--- src/rtl/spi_cmd_pkg.sv ---
// Shared opcodes, FSM state type and frame geometry for the SPI command front end.
package spi_cmd_pkg;

  localparam logic [3:0] OP_SHL = 4'b0110;
  localparam logic [3:0] OP_SHR = 4'b0111;

  typedef enum logic [1:0] {IDLE, RECV, ISSUE, WAIT} rx_state_t;

  function automatic int frame_len(input int reg_width);
    return 16 + reg_width;
  endfunction

  function automatic logic op_legal(input logic [3:0] op);
    return (op == OP_SHL) || (op == OP_SHR);
  endfunction

endpackage

--- src/rtl/spi_pin_sync.sv ---
// Two-flop synchronizer for an asynchronous pin, with single-cycle rise/fall pulses.
module spi_pin_sync #(
  parameter logic RST_VAL = 1'b0
) (
  input  logic i_clk,
  input  logic i_rst_n,
  input  logic i_pin,
  output logic o_data,
  output logic o_rise,
  output logic o_fall
);

  logic r_meta, r_sync, r_prev;

  always_ff @(posedge i_clk or negedge i_rst_n) begin
    if (!i_rst_n) begin
      r_meta <= RST_VAL;
      r_sync <= RST_VAL;
      r_prev <= RST_VAL;
    end else begin
      r_meta <= i_pin;
      r_sync <= r_meta;
      r_prev <= r_sync;
    end
  end

  assign o_data = r_sync;
  assign o_rise = r_sync & ~r_prev;
  assign o_fall = ~r_sync & r_prev;

endmodule

--- src/rtl/spi_shift_cmd_rx.sv ---
// SPI-slave command receiver: deserializes a shifter command, issues it, waits for
// completion and returns the result on MISO during the following frame.
module spi_shift_cmd_rx
  import spi_cmd_pkg::*;
#(
  parameter int REG_WIDTH = 32,
  parameter int TIMEOUT   = 255
) (
  input  logic                 clock,
  input  logic                 reset,
  input  logic                 spi_sclk,
  input  logic                 spi_cs_n,
  input  logic                 spi_mosi,
  output logic                 spi_miso,
  output logic [REG_WIDTH-1:0] op_a,
  output logic [4:0]           nbits,
  output logic [3:0]           opcode,
  output logic                 start,
  input  logic [REG_WIDTH-1:0] result,
  input  logic                 done,
  output logic                 busy,
  output logic                 err
);

  localparam int FL = frame_len(REG_WIDTH);
  localparam int CW = $clog2(FL + 1);
  localparam int TW = $clog2(TIMEOUT + 1);

  rx_state_t            r_state, w_next;
  logic [CW-1:0]        r_cnt;
  logic [FL-1:0]        r_rx;
  logic [REG_WIDTH-1:0] r_tx, r_op_a;
  logic [4:0]           r_nbits;
  logic [3:0]           r_opcode;
  logic [TW-1:0]        r_tmr;
  logic                 r_miso, r_err;

  logic w_sclk_lvl, w_sclk_rise, w_sclk_fall;
  logic w_cs_lvl, w_cs_rise, w_cs_fall;
  logic w_mosi, w_mosi_rise, w_mosi_fall;
  logic w_frame_ok, w_timeout, w_unused;

  spi_pin_sync #(.RST_VAL(1'b0)) u_sclk (
    .i_clk(clock), .i_rst_n(reset), .i_pin(spi_sclk),
    .o_data(w_sclk_lvl), .o_rise(w_sclk_rise), .o_fall(w_sclk_fall)
  );
  spi_pin_sync #(.RST_VAL(1'b1)) u_cs (
    .i_clk(clock), .i_rst_n(reset), .i_pin(spi_cs_n),
    .o_data(w_cs_lvl), .o_rise(w_cs_rise), .o_fall(w_cs_fall)
  );
  spi_pin_sync #(.RST_VAL(1'b0)) u_mosi (
    .i_clk(clock), .i_rst_n(reset), .i_pin(spi_mosi),
    .o_data(w_mosi), .o_rise(w_mosi_rise), .o_fall(w_mosi_fall)
  );

  // Levels, MOSI edges and the reserved frame bits carry no information here.
  assign w_unused = ^{w_sclk_lvl, w_cs_lvl, w_mosi_rise, w_mosi_fall, r_rx[FL-5 -: 7]};

  assign w_frame_ok = (r_cnt == CW'(FL)) && op_legal(r_rx[FL-1 -: 4]);
  assign w_timeout  = (r_tmr == TW'(TIMEOUT - 1));

  always_ff @(posedge clock or negedge reset) begin
    if (!reset) r_state <= IDLE;
    else        r_state <= w_next;
  end

  always_comb begin
    w_next = r_state;
    case (r_state)
      IDLE:  if (w_cs_fall) w_next = RECV;
      RECV:  if (w_cs_rise) w_next = w_frame_ok ? ISSUE : IDLE;
      ISSUE: w_next = WAIT;
      WAIT:  if (done || w_timeout) w_next = IDLE;
      default: w_next = IDLE;
    endcase
  end

  always_ff @(posedge clock or negedge reset) begin
    if (!reset) begin
      r_cnt    <= '0;
      r_rx     <= '0;
      r_tx     <= '0;
      r_op_a   <= '0;
      r_nbits  <= '0;
      r_opcode <= '0;
      r_tmr    <= '0;
      r_miso   <= 1'b0;
      r_err    <= 1'b0;
    end else begin
      case (r_state)
        IDLE: if (w_cs_fall) begin
          r_cnt  <= '0;
          r_miso <= r_tx[REG_WIDTH-1];
        end
        RECV: begin
          if (w_sclk_rise && r_cnt != CW'(FL)) begin
            r_rx  <= {r_rx[FL-2:0], w_mosi};
            r_cnt <= r_cnt + 1'b1;
          end
          if (w_sclk_fall) begin
            r_miso <= r_tx[REG_WIDTH-2];
            r_tx   <= {r_tx[REG_WIDTH-2:0], 1'b0};
          end
          if (w_cs_rise) begin
            r_miso <= 1'b0;
            // Command fields are loaded on entry so they are valid while start is high.
            if (w_frame_ok) begin
              r_opcode <= r_rx[FL-1 -: 4];
              r_nbits  <= r_rx[REG_WIDTH +: 5];
              r_op_a   <= r_rx[REG_WIDTH-1:0];
            end else begin
              r_err <= 1'b1;
            end
          end
        end
        ISSUE: begin
          r_err <= 1'b0;
          r_tmr <= '0;
        end
        WAIT: begin
          r_tmr <= r_tmr + 1'b1;
          if (done) begin
            r_tx <= result;
          end else if (w_timeout) begin
            r_err <= 1'b1;
            r_tx  <= '1;
          end
        end
        default: ;
      endcase
      // A frame started while a command is outstanding is rejected and sees MISO low.
      if (w_cs_fall && (r_state == ISSUE || r_state == WAIT)) begin
        r_err  <= 1'b1;
        r_miso <= 1'b0;
      end
    end
  end

  assign start    = (r_state == ISSUE);
  assign busy     = (r_state == ISSUE) || (r_state == WAIT);
  assign err      = r_err;
  assign spi_miso = r_miso;
  assign op_a     = r_op_a;
  assign nbits    = r_nbits;
  assign opcode   = r_opcode;

endmodule

--- config.mk ---
export PLATFORM = sky130hd
export DESIGN_NAME = spi_shift_cmd_rx
export DESIGN_NICKNAME = d
export VERILOG_FILES = /design/src/rtl/spi_cmd_pkg.sv /design/src/rtl/spi_pin_sync.sv /design/src/rtl/spi_shift_cmd_rx.sv
export SDC_FILE = /design/constraint.sdc
export NUM_CORES = 1
export LEC_CHECK = 0
export CAP_MARGIN = 10
export CORE_MARGIN = 2
export CORE_UTILIZATION = 60
export CTS_BUF_LIST = sky130_fd_sc_hd__clkbuf_4 sky130_fd_sc_hd__clkbuf_8
export DETAILED_ROUTE_END_ITERATION = 8
export DONT_BUFFER_PORTS = 1
export HOLD_SLACK_MARGIN = 0.08
export PLACE_DENSITY_LB_ADDON = 0.2
export SYNTH_ARGS = -nofsm -noshare
export SYNTH_HDL_FRONTEND = slang
export SYNTH_SLANG_ARGS = --single-unit
export TNS_END_PERCENT = 100
--- constraint.sdc ---
create_clock -name clock -period 3.9 [get_ports clock]
set_input_delay 0.195 -clock clock [delete_from_list [all_inputs] [get_ports clock]]
set_output_delay 0.195 -clock clock [all_outputs]
set_load 0.01 [all_outputs]
==> metrics.md <==
| Metric | Value |
|---|---|
| Global-route wire length before repair | 18,200 µm |
| Resized Gates After CTS | 0 |
| Initial standard-cell utilization of the core | 0.618 |
| Global-route usage over all layers | 0.211 |
| Average size of a mapped cell | 14.2 µm² |
| Areal power density over the cells | 565 mW/mm² |
| Placer Congestion | 0.813 |
| Tmin final | 2.58 ns |
| Yosys Warn Count | 0 |
| Ys async rst share | 1.00 |
| Total DRC errors in the routed layout | 0 |
| Post-synthesis adder-cell area fraction | 0.00828 |
| Share of synthesized area occupied by flip-flops and latches | 0.609 |
| Number of antenna-violating nets in the routed design | 0 |
| Final HPWL from detailed placement | 6440 µm |
| Count of maximum capacitance violations | 0 |
| Clock buffers created by TritonCTS | 17 |
| Category of the critical setup timing path | reg2reg |
| Antenna diode instance count | 0 |
| Buffers from clock root to sink, at most | 2 |
| Multiplexer fraction of the synthesized cell area | 0.164 |
| Max Fclk | 387 MHz |
| Cell accounting for the most synthesized area | sky130_fd_sc_hd__dfrtp_1 |
| Leading cell types by count after synthesis | sky130_fd_sc_hd__dfrtp_1 (144), sky130_fd_sc_hd__mux2_1 (81), sky130_fd_sc_hd__a211o_1 (31), sky130_fd_sc_hd__a22o_1 (31), sky130_fd_sc_hd__nand2_1 (14) |
| Die Area | 0.0109 mm² |
| Number of nets in the synthesized netlist | 467 |
| Combinational family with the most area after synthesis | multiplexers |
| Post-CTS setup buffers | 0 |
| Placement row count | 36 |
| Maximum level of the CTS H-tree | 4 |
| CTS tree | done |
| Pin count of the biggest net entering global routing | 148 |
| Core box area | 0.00977 mm² |
| Crit Path Max Fanout | 32 |
| Final Core Density | 0.706 |
| Routed length per placed instance | 18.1 µm |
| Final-report setup violation count | 0 |
| Most numerous cell in the Yosys netlist | sky130_fd_sc_hd__dfrtp_1 |
| Post-synthesis share of cell area spent on xor and xnor gates | 0.00724 |
| Number of max-slew violations in the final report | 0 |
| Post-Layout Inst Area | 0.00690 mm² |
| Max Clock Skew | 0.00996 ns |
| Clock-pin slew of the registers on the worst-case setup and hold paths | 0.08 ns |
| Top flip-flop cell by instance count after synthesis | sky130_fd_sc_hd__dfrtp_1 |
| First-pass detailed-route iteration total | 5 |
| Hold wc startpoint | done |
| Clock latency at the later pin of the worst-skew pair | 0.43 ns |
| TritonCTS Sinks | 147 |
| Mapped Area | 0.00604 mm² |
| Syn-to-layout area delta | 14.2% |
| Area after detailed placement | 0.00606 mm² |
| Worst-case headroom to the max-slew limit | 0.233 |
| Post-synthesis compound-gate area fraction | 0.119 |
| Vias in the first global route | 3,657 |
| Share of post-route cells with drive strength above 1 | 0.104 |
| Simple-Gate Fraction of Synth Area | 0.0606 |
| Required time reported for the critical path endpoint | 4.22 ns |
| Number of endpoints with negative hold slack in the final report | 0 |
| Count of nets after finishing | 499 |
| Final worst path period share | 0.662 |
| Type of element capturing the critical path | flop |
| Count of routing violations after the opening detailed-route iteration | 225 |
| Number of standard cells after synthesis | 425 |
| Largest vdd supply drop | 0.000270 V |
| Startpoint kind of the worst setup timing path | flop |
| Synth unique cells | 48 |
| Post-detailed-route via-to-cell ratio | 5.90 |
| Unrepaired setup endpoints after global routing | false |
| Arrival time of data at the critical path endpoint | 2.90 ns |
| Count of buffers inserted at the top-level ports | 0 |
| Worst-margin pin slew | 1.15 ns |
| Routed via count | 3,555 |
| Width of the die | 104 µm |
| Class of the worst hold path | in2reg |
| Die height | 104 µm |
| Post-synth top area share | 0.596 |
| Static power due to leakage | 3.55 nW |
| Final routed wirelength across all metal layers | 10,900 µm |
| Clock root buffer | sky130_fd_sc_hd__clkbuf_8 |
| Result of the run | completed |
| Flops & latches, synth | 147 |
| Number of antenna violations at the first check in global routing | 0 |
| Total negative slack | 0 ns |
| Gr ovfl total | 0 |
| Cell types occupying the most area after synthesis | sky130_fd_sc_hd__dfrtp_1 (60%), sky130_fd_sc_hd__mux2_1 (15%), sky130_fd_sc_hd__a211o_1 (4.5%) |
| Ports placed on the boundary | 83 |
| Count of flip-flops with a built-in enable after synthesis | 0 |
-- worst paths after layout --
kind                                      endpoint  slack, ns  cells past startpoint
min in group asynchronous     r_tmr[7]$_DFFE_PN0N_       0.41                      2
setup reg to reg              op_a[13]$_DFFE_PN0P_       1.32                      4
hold reg to reg            u_mosi.o_data$_DFF_PN0_       0.35                      0
setup / recovery              op_a[13]$_DFFE_PN0P_       1.32                      4
hold / removal                 r_tx[0]$_DFFE_PN0P_       0.10                      3
max in group asynchronous     op_a[16]$_DFFE_PN0P_       2.96                      2
-- power breakdown --
group          internal (mW)  switching (mW)  leakage, nW
registers               1.78           0.220         1.96
clock network          0.723           0.561        0.222
logic                  0.332           0.283         1.37
-- state kept, by name, indices dropped and copies added, names as in the netlist, named ones only --
name and cells:
r_tx 32, nbits 5, r_state 1, u_sclk.o_data 1, u_cs.r_prev 1, spi_miso 1, err 1, u_sclk.r_meta 1
opcode 4, op_a 32, u_mosi.r_meta 1, r_cnt 6, u_cs.r_meta 1, r_rx 48, r_tmr 8, u_sclk.r_prev 1
u_cs.o_data 1, u_mosi.o_data 1
-- cell usage in the layout (no fill, tap or decap), types with 5 or more instances in the layout --
cell	netlist	final
sky130_fd_sc_hd__a211o_1	31	31
sky130_fd_sc_hd__mux2_2	5	5
sky130_fd_sc_hd__nand2b_1	5	5
sky130_fd_sc_hd__o21ai_0	6	6
sky130_fd_sc_hd__clkbuf_8	0	22
sky130_fd_sc_hd__nand2_1	14	14
sky130_fd_sc_hd__inv_1	5	5
sky130_fd_sc_hd__nand4_1	5	5
sky130_fd_sc_hd__dlygate4sd3_1	0	36
sky130_fd_sc_hd__nor2_1	8	8
sky130_fd_sc_hd__a22o_1	31	31
sky130_fd_sc_hd__mux2_1	81	81
sky130_fd_sc_hd__nand3_1	5	5
sky130_fd_sc_hd__nor3_1	5	5
sky130_fd_sc_hd__dfrtp_1	144	144
-- cells by family after synthesis --
group / count (synthesis)
adder cells (fa/ha/maj): 4
XOR/XNOR: 5
AO/OA/AOI/OAI: 85
multiplexers: 88
buffers and inverters: 32
AND/OR/NAND/NOR: 64
flip-flops: 147
-- per-stage QoR --
stage                     std cells  hold WS (ns)  power, mW  worst slack [ns]
after global placement          534       -0.0972       2.52              1.39
after detailed placement        534       -0.0973       2.57              1.34
after CTS                       603        0.0805       3.92              1.34
after floorplan                 425        -0.101       2.47              2.22
after global routing            603         0.108       4.10              1.14
final                           603         0.104       3.90              1.32
-- worst max-delay path, cell delays in order (launching register included) --
cell	delay [ns]
sky130_fd_sc_hd__dfrtp_1	0.88
sky130_fd_sc_hd__nor2_1	0.18
sky130_fd_sc_hd__nand4_1	0.50
sky130_fd_sc_hd__buf_4	0.49
sky130_fd_sc_hd__mux2_1	0.38
-- layer usage --
metal	part of all wire	vias to the layer above	wire length, µm	GRT usage
li1	-	1636	-	-
met1	0.44	1802	4840	0.273
met2	0.47	100	5130	0.321
met3	0.069	17	748	0.0865
met4	0.018	0	193	0.0830
met5	0	-	0	0
-- what timing repair did --
item                                    in CTS  in global routing
endpoints found under the setup margin       0                  0
hold endpoints to repair                   184                  0
hold buffers                                37                  0
-- layout make-up --
cell class	instances	area [µm²]
clock buffers	22	303
fillers	664	2870
clock inverters	10	145
well taps	133	166
multi-input cells	246	2170
inverters	5	18.8
flip-flops and latches	147	3680
repair buffers	40	410
No activity file was read; power rests on OpenSTA's default activity.
